<file path="config.mk">
export PLATFORM = sky130hd
export DESIGN_NAME = sipo_lsb_rx
export DESIGN_NICKNAME = d
export VERILOG_FILES = /design/src/rtl/sipo_rx_pkg.sv /design/src/rtl/sipo_bit_counter.sv /design/src/rtl/sipo_lsb_rx.sv
export SDC_FILE = /design/constraint.sdc
export NUM_CORES = 1
export LEC_CHECK = 0
export CORE_MARGIN = 2
export CORE_UTILIZATION = 30
export CTS_CLUSTER_DIAMETER = 200
export DETAILED_ROUTE_END_ITERATION = 8
export SYNTH_ARGS = -nofsm -noshare
export SYNTH_HDL_FRONTEND = slang
export SYNTH_SLANG_ARGS = --single-unit
</file>
<file path="constraint.sdc">
create_clock -name clk -period 1.7 [get_ports clk]
set_input_delay 0.51 -clock clk [delete_from_list [all_inputs] [get_ports clk]]
set_output_delay 0.51 -clock clk [all_outputs]
set_load 0.02 [all_outputs]
</file>
<file path="src/rtl/sipo_rx_pkg.sv">
// Shared types and default sizing for the LSB-first serial receiver.
package sipo_rx_pkg;

    typedef enum logic [1:0] {
        IDLE,
        RX,
        PAR
    } state_e;

    localparam int DEF_WIDTH  = 4;
    localparam int DEF_FCNT_W = 8;
    localparam int CNT_W      = $clog2(DEF_WIDTH + 1);

    // Bit-counter width able to hold 0..width.
    function automatic int cnt_width(input int width);
        return $clog2(width + 1);
    endfunction

endpackage

</file>
<file path="src/rtl/sipo_bit_counter.sv">
// Bit-slot counter for the receiver: clear, load-1 on a frame start,
// increment per accepted bit, terminal count when the last data bit is due.
module sipo_bit_counter
    import sipo_rx_pkg::*;
#(
    parameter int WIDTH = DEF_WIDTH,
    parameter int CW    = CNT_W
) (
    input  logic clk,
    input  logic rst,
    input  logic clr,
    input  logic load1,
    input  logic inc,
    output logic tc
);

    logic [CW-1:0] count;

    // NOTE: sequential state is written with non-blocking assignments so every
    // register samples pre-edge values regardless of process ordering.
    always_ff @(posedge clk) begin
        if (rst || clr) begin
            count <= '0;
        end else if (load1) begin
            count <= CW'(1);
        end else if (inc) begin
            count <= count + CW'(1);
        end
    end

    assign tc = (count == CW'(WIDTH - 1));

endmodule

</file>
<file path="src/rtl/sipo_lsb_rx.sv">
// Serial-in/parallel-out receiver, LSB first, start strobe on bit 0.
// Define SIPO_LSB_RX_PARITY_EN to add a trailing even-parity slot and perr.
module sipo_lsb_rx
    import sipo_rx_pkg::*;
#(
    parameter int WIDTH  = DEF_WIDTH,
    parameter int FCNT_W = DEF_FCNT_W
) (
    input  logic              clk,
    input  logic              rst,
    input  logic              enb,
    input  logic              start,
    input  logic              inp,
    output logic [WIDTH-1:0]  out,
    output logic              valid,
    output logic              err,
    output logic              perr,
    output logic [FCNT_W-1:0] frames
);

    localparam int CW = cnt_width(WIDTH);

    state_e           state, state_nxt;
    logic             tc;
    logic             cnt_clr, cnt_load1, cnt_inc;
    logic             shift_en, word_done, abort;
    logic [WIDTH-1:0] shift_word;

    // Without the parity slot the word is taken straight off the shift path,
    // so only WIDTH-1 bits ever need storing.
`ifdef SIPO_LSB_RX_PARITY_EN
    logic [WIDTH-1:0] shreg;
    assign shift_word = {inp, shreg[WIDTH-1:1]};
`else
    logic [WIDTH-2:0] shreg;
    assign shift_word = {inp, shreg};
`endif

    sipo_bit_counter #(.WIDTH(WIDTH), .CW(CW)) u_cnt (
        .clk   (clk),
        .rst   (rst),
        .clr   (cnt_clr),
        .load1 (cnt_load1),
        .inc   (cnt_inc),
        .tc    (tc)
    );

    always_ff @(posedge clk) begin
        if (rst) state <= IDLE;
        else     state <= state_nxt;
    end

    // NOTE: every signal written here gets a default first, so no path can
    // leave one unassigned and infer a latch.
    always_comb begin
        state_nxt = state;
        cnt_clr   = 1'b0;
        cnt_load1 = 1'b0;
        cnt_inc   = 1'b0;
        shift_en  = 1'b0;
        word_done = 1'b0;
        abort     = 1'b0;
        case (state)
            IDLE: begin
                if (enb && start) begin
                    shift_en  = 1'b1;
                    cnt_load1 = 1'b1;
                    state_nxt = RX;
                end
            end
            RX: begin
                if (enb) begin
                    shift_en = 1'b1;
                    if (start) begin
                        abort     = 1'b1;
                        cnt_load1 = 1'b1;
                    end else if (tc) begin
                        cnt_clr = 1'b1;
`ifdef SIPO_LSB_RX_PARITY_EN
                        state_nxt = PAR;
`else
                        word_done = 1'b1;
                        state_nxt = IDLE;
`endif
                    end else begin
                        cnt_inc = 1'b1;
                    end
                end
            end
            PAR: begin
`ifdef SIPO_LSB_RX_PARITY_EN
                if (enb) begin
                    if (start) begin
                        abort     = 1'b1;
                        shift_en  = 1'b1;
                        cnt_load1 = 1'b1;
                        state_nxt = RX;
                    end else begin
                        word_done = 1'b1;
                        state_nxt = IDLE;
                    end
                end
`else
                state_nxt = IDLE;
`endif
            end
            default: state_nxt = IDLE;
        endcase
    end

    // NOTE: the shift register is reset along with the outputs; it is a few
    // flops, not a memory, so the reset costs nothing worth avoiding.
    always_ff @(posedge clk) begin
        if (rst) begin
            shreg  <= '0;
            out    <= '0;
            valid  <= 1'b0;
            err    <= 1'b0;
            perr   <= 1'b0;
            frames <= '0;
        end else begin
            valid <= word_done;
            err   <= abort;
`ifdef SIPO_LSB_RX_PARITY_EN
            perr <= word_done & ((^shreg) ^ inp);
            if (shift_en)  shreg <= shift_word;
            if (word_done) out   <= shreg;
`else
            perr <= 1'b0;
            if (shift_en)  shreg <= shift_word[WIDTH-1:1];
            if (word_done) out   <= shift_word;
`endif
            if (word_done) frames <= frames + FCNT_W'(1);
        end
    end

endmodule

</file>
==> impl_results.md, run 1 <==
* N_diodes at 0
* Port Buffer Count at 18
* Antenna viol nets, final at 0
* Pins Over Slew Limit at 0
* Final HPWL from detailed placement at approximately 1300 um
* Async SR Flop Fraction at 0%
* Sw Share at between 20 and 25%
* Initial antenna violation count at 0
* First-pass GRT wire length at roughly 3100 um
* Setup bufs post-CTS at 0
* Arrival @ worst endpoint at 1870 ps
* Synth top area cells: dfxtp_1 (47%), a21oi_1 (6.7%), nand2_1 (6.7%)
* WP data required at between 1500 and 2000 ps
* Synth cell count leaders: dfxtp_1 (21), nand2_1 (16), a21oi_1 (12)
* Share of power burned in registers at around 63%
* Largest net degree at the start of global routing at 17
* Remaining DRCs at 2
* Status: finished, violations left
* Final worst path period need at approximately 1600 ps
* HP Class: reg -> reg
* Number of global-route vias before repair at between 700 and 800
* Cells after DPL at roughly 150
* Synthesized cell area at between 800 and 900 um2
* Via count at between 700 and 800
* Crit share post-route at between 90% and 100%
* Final Hold Fails at 0
* Height of the chip at 58.7 um
* Fin cells at approximately 160
* Fillcell total at 284
* Failing checks: DRC
* Reg clk slew, reported paths at between 100 and 150 ps
* # hold bufs at CTS at 0
* Clock latency on the worst-skew pair at around 300 ps
* Total gr overflow at 0
* Initial Utilization at about a third
* CTS tree: built
* Synth Flop Type: dfxtp_1
* RSZ-0062 raised after global routing: false
* Die area at roughly 3400 um2
* Int Pwr at 0.619 mW
* Worst Path Max Fanout at 5
* Fmax at around 0.61 GHz
* Setup CP Type: in -> reg
* Clock buffer depth at 2
* TritonRoute pass-1 iters at 6
* Num CTS Buffers at 3
* Ys Warns at 0
* Number of flops mapped to enable cells by yosys at 0
* Vias/cell at just over 5
* # setup viols final at 0
* Peak VDD IR at roughly 0.42 mV
* Library cells used by synthesis at 24
* Count leader, synth: dfxtp_1
* Clk sink count at 21
* Drt wl/cell at roughly 12 um
* Worst setup SP type: input port
* GPL Wtd Cong at approximately 0.72
* Layout cells sized above 1 at 14.3%
* Post-Synthesis Cells at just under 100
* Nets at ~140
* Core area at 2810 um2
* # IOs at 20
* Clock skew at between 3 and 4 ps
* Pwr/cell area at between 600 and 700 nW/um2
* Syn Nets at between 100 and 150
* Drt total wl at around 1900 um
* H-tree depth at 1
* Chip width at between 50 and 60 um
* Post-synthesis register bit count at 21
* Total GRT Usage at a little under an eighth
* CP Capture Type: flip-flop
* Synth top area share at between 40 and 50%
* Max-cap violations at 0
* Clk root buf: clkbuf_4
* Clock Power Share at ~30%
* Rows at 19
* Gate power share at roughly 7.1%
* First DRT Iteration DRCs at 23
* Synthesis-to-layout area growth at 34.0%
* Average size of a mapped cell at around 9 um2
* Worst Hold Slack at roughly 460 ps
* Leak at between 0.5 and 0.6 nW
* Psw at between 0.15 and 0.2 mW
* Cell type with the largest total area after synthesis: dfxtp_1
* Sequential area share after synthesis at 46.9%
==> state kept, by name (all words and copies together) (netlist names) <==
name         cells
state            1
err              1
frames           8
out              4
valid            1
u_cnt.count      3
shreg            3
==> metal layers <==
metal / vias up / global-route usage, % / routed length (um) / part of all wire (%)
met1: 368 / 14.0 / 877 / 46
met5: - / 0 / 0 / 0
met3: 2 / 4.62 / 103 / 5.4
li1: 405 / - / - / -
met4: 0 / 3.90 / 16 / 0.84
met2: 22 / 20.1 / 900 / 47
==> power groups by stage <==
stage / clock (mW) / combinational [mW] / sequential [mW]
after floorplan: 0 / 0.0331 / 0.516
after global placement: 0 / 0.0531 / 0.517
after detailed placement: 0 / 0.0549 / 0.517
after CTS: 0.253 / 0.0550 / 0.506
after global routing: 0.274 / 0.0626 / 0.509
final: 0.237 / 0.0568 / 0.507
==> cells in the final DEF (no fill, tap or decap), types with 2 or more instances in the layout <==
| cell | n |
|---|---|
| o21ai_0 | 2 |
| dlygate4sd2_1 | 14 |
| clkbuf_4 | 3 |
| nor2_1 | 8 |
| nor3b_1 | 2 |
| clkdlybuf4s50_1 | 3 |
| ha_1 | 2 |
| or4_1 | 5 |
| inv_1 | 2 |
| nand3_1 | 2 |
| a21oi_1 | 12 |
| buf_4 | 10 |
| dfxtp_1 | 20 |
| mux2i_1 | 4 |
| a21o_1 | 3 |
| o31ai_1 | 5 |
| nand2_1 | 16 |
==> cell type report <==
type	instances	area [um2]	share of cell area [%]
Inverter	2	7.51	0.624
Sequential cell	21	422	35.1
Tap cell	31	38.8	3.23
Multi-Input combinational cell	71	468	38.9
Clock buffer	4	26.3	2.19
Timing Repair Buffer	28	240	20.0
==> timing repair <==
action                     CTS  global route
gates cloned                 0             1
setup endpoints to repair   14             5
resized for setup           14             4
==> stage by stage <==
stage | worst slack [ps] | utilization (%) | power, mW | instance area (um2) | TNS, ps
after detailed placement | -291 | 41.4 | 0.572 | 1160 | -2770
after global placement | -224 | 41.4 | 0.570 | 1160 | -2130
after global routing | 17.1 | 42.9 | 0.846 | 1200 | 0
final | 66.1 | 42.9 | 0.801 | 1200 | 0
after CTS | 13.1 | 41.7 | 0.814 | 1170 | 0
after floorplan | 147 | - | 0.549 | 897 | 0
==> worst paths after layout <==
path	from	endpoint	slack, ps	depth (start not counted)
setup / recovery	start	frames[7]	70	4
hold / removal	out[3]	out[3]	460	2
setup reg to reg	u_cnt.count[0]	frames[7]	110	5
hold reg to reg	out[3]	out[3]	460	2
==> critical path, stage by stage <==
cell	delay (ps)
clkdlybuf4s50_1	460
nand4b_4	230
or4_1	520
a21oi_1	160
==> kinds of logic after synthesis <==
logic type / count (synthesis) / synth area share (%)
adders and majority gates: 3 / 4.18
xor gates and xnor gates: 1 / 0.976
buffers and inverters: 8 / 4.05
and+or+nand+nor: 37 / 22.9
DFF: 21 / 46.9
muxes: 4 / 4.46
AOI/OAI and AO/OA: 24 / 16.2
other: 1 / 0.418
No activity file was read; power rests on OpenSTA's default activity.
==> run 2: changes to the inputs <==
--- a/config.mk
+++ b/config.mk
@@ -6,9 +6,11 @@
 export NUM_CORES = 1
 export LEC_CHECK = 0
 export CORE_MARGIN = 2
-export CORE_UTILIZATION = 30
+export CORE_UTILIZATION = 48
 export CTS_CLUSTER_DIAMETER = 200
 export DETAILED_ROUTE_END_ITERATION = 8
+export PLACE_DENSITY = 0.77
+export RECOVER_POWER = 25
 export SYNTH_ARGS = -nofsm -noshare
 export SYNTH_HDL_FRONTEND = slang
 export SYNTH_SLANG_ARGS = --single-unit
==> constraint.sdc (replaced) <==
create_clock -name clk -period 1.7 [get_ports clk]
set_input_delay 0.255 -clock clk [delete_from_list [all_inputs] [get_ports clk]]
set_output_delay 0.255 -clock clk [all_outputs]
set_load 0.02 [all_outputs]
==> impl_results.md, run 2 (synthesis results as in run 1) <==
* Number of global-route vias before repair at ~710
* Clk root buf: clkbuf_4
* Hold path startpoint: shreg[0]
* Pwr/cell area at 669 nW/um2
* Slowest CP cell: clkdlybuf4s50_1
* Initial antenna violation count at 0
* Vias/cell at 5.71
* TritonRoute pass-1 iters at 4
* Initial Utilization at between 50% and 60%
* Fillcell total at roughly 150
* Antenna viol nets, final at 0
* First-pass GRT wire length at 2930 um
* Worst setup SP type: flip-flop
* Clock skew at between 6 and 7 ps
* Final Hold Fails at 0
* Crit share post-route at between 90% and 100%
* # hold bufs at CTS at 0
* Final worst path period need at approximately 1600 ps
* Largest stage delay, worst path at around 640 ps
* Peak VDD IR at approximately 0.6 mV
* Synthesis-to-layout area growth at 32.9%
* H-tree depth at 1
* Core area at between 1500 and 2000 um2
* Drt wl/cell at between 10 and 15 um
* Max-cap violations at 0
* Final HPWL from detailed placement at 1350 um
* Via count at about 850
* Clock buffer depth at 2
* Worst Path Max Fanout at 5
* Crit path cell chain: clkdlybuf4s50_1
* Arrival @ worst endpoint at around 1400 ps
* Setup TNS at 0 ps
* Largest net degree at the start of global routing at 12
* Status: finished clean
* Max FFs per register at 8
* Reg clk slew, reported paths at about 110 ps
* Leak at 0.453 nW
* WP data required at roughly 1400 ps
* Num CTS Buffers at 3
* Layout cells sized above 1 at 12.9%
* Setup WS post-layout at around 66 ps
* # setup viols final at 0
* Pins Over Slew Limit at 0
* Multi-input gate area at around 470 um2
* Worst-Margin Slew at about 570 ps
* Rows at 15
* Clk sink count at 21
* # IOs at 20
* Register area at 422 um2
* Height of the chip at 47.2 um
* Fin area at between 1000 and 1500 um2
* Placed cell areas at around 1100 um2
* Total GRT Usage at roughly 19%
* Chip width at 47.2 um
* Remaining DRCs at 0
* CTS tree: built
* GPL Wtd Cong at 0.791
* Largest regs: frames x8, out x4
* HP Class: reg -> reg
* Cell family with most CP delay: buffers and inverters
* Nets at ~130
* Fmax at between 0.6 and 0.7 GHz
* Drt total wl at between 1500 and 2000 um
* Commonest non-fill, non-tap cells in the layout: dfxtp_1 (20), nand2_1 (16), clkdlybuf4s50_1 (14)
* Worst setup path startpoint: frames[0]
* Most flop-heavy register: frames
* Worst Path Buf+Inv at 1
* Worst Hold Slack at 461 ps
* Dpl ws at -41.8 ps
* Clock latency on the worst-skew pair at 310 ps
* Die area at between 2000 and 2500 um2
* Relative slew margins at approximately three fifths
* Total gr overflow at 0
* Setup CP Type: reg -> out
* Commonest non-fill, non-tap cell in the layout: dfxtp_1
* Port Buffer Count at 18
* Layout Utilization at 68.3%
* CP Capture Type: primary output
* First DRT Iteration DRCs at 17
* RR Startpoint: u_cnt.count[0]
* N_diodes at 0
* RSZ-0062 raised after global routing: false
## run 2: cell count changes in the layout (fill, tap and decap cells not counted), sizes merged
| cell | delta |
|---|---|
| dlygate4sd3 | +4 |
| dlymetal6s2s | -1 |
| clkbuf | +1 |
| dlygate4sd2 | -14 |
| buf | -3 |
| clkdlybuf4s50 | +11 |
## run 2: timing repair
action,4_1_cts,5_1_grt
hold endpoints to repair,0,0
resized for setup,2,2
endpoints found under the setup margin,3,5
cloned,0,1
buffers inserted,0,3
## run 2: path summary, 6_finish.rpt
| path | to | slack, ps | cells after the start |
|---|---|---|---|
| min reg2reg | out[0] | 460 | 2 |
| min | out[0] | 460 | 2 |
| max | frames[0] | 70 | 1 |
| max reg2reg | frames[6] | 90 | 5 |
## run 2: area by class of cell
cell class              count  area share [%]
well taps                  25            2.62
repair buffers             26            19.9
clock buffers               4            2.20
multi-input cells          71            39.2
flip-flops and latches     21            35.4
inverters                   2           0.630
## run 2: routing by layer
layer | routed length, um | GRT usage, %
met1 | 828 | 21.7
met2 | 993 | 30.3
met4 | 21 | 7.78
met3 | 114 | 6.92
met5 | 0 | 0
## run 2: report_power, final
group | leakage [nW] | total, mW | internal [mW] | switching (mW)
clock network | 0.0150 | 0.236 | 0.0917 | 0.145
logic | 0.268 | 0.0538 | 0.0255 | 0.0283
registers | 0.170 | 0.508 | 0.499 | 0.00855
total | 0.453 | 0.798 | 0.616 | 0.182
## run 2: tightest hold or removal path: stages, from the launching register on
cell	delay, ps
dfxtp_1	330
nand2_1	50
a21oi_1	50
## run 2: metrics by stage
stage | power (mW) | std cells
after floorplan | 0.549 | 99
after global placement | 0.567 | 141
after detailed placement | 0.570 | 141
after CTS | 0.804 | 145
after global routing | 0.837 | 149
final | 0.798 | 149
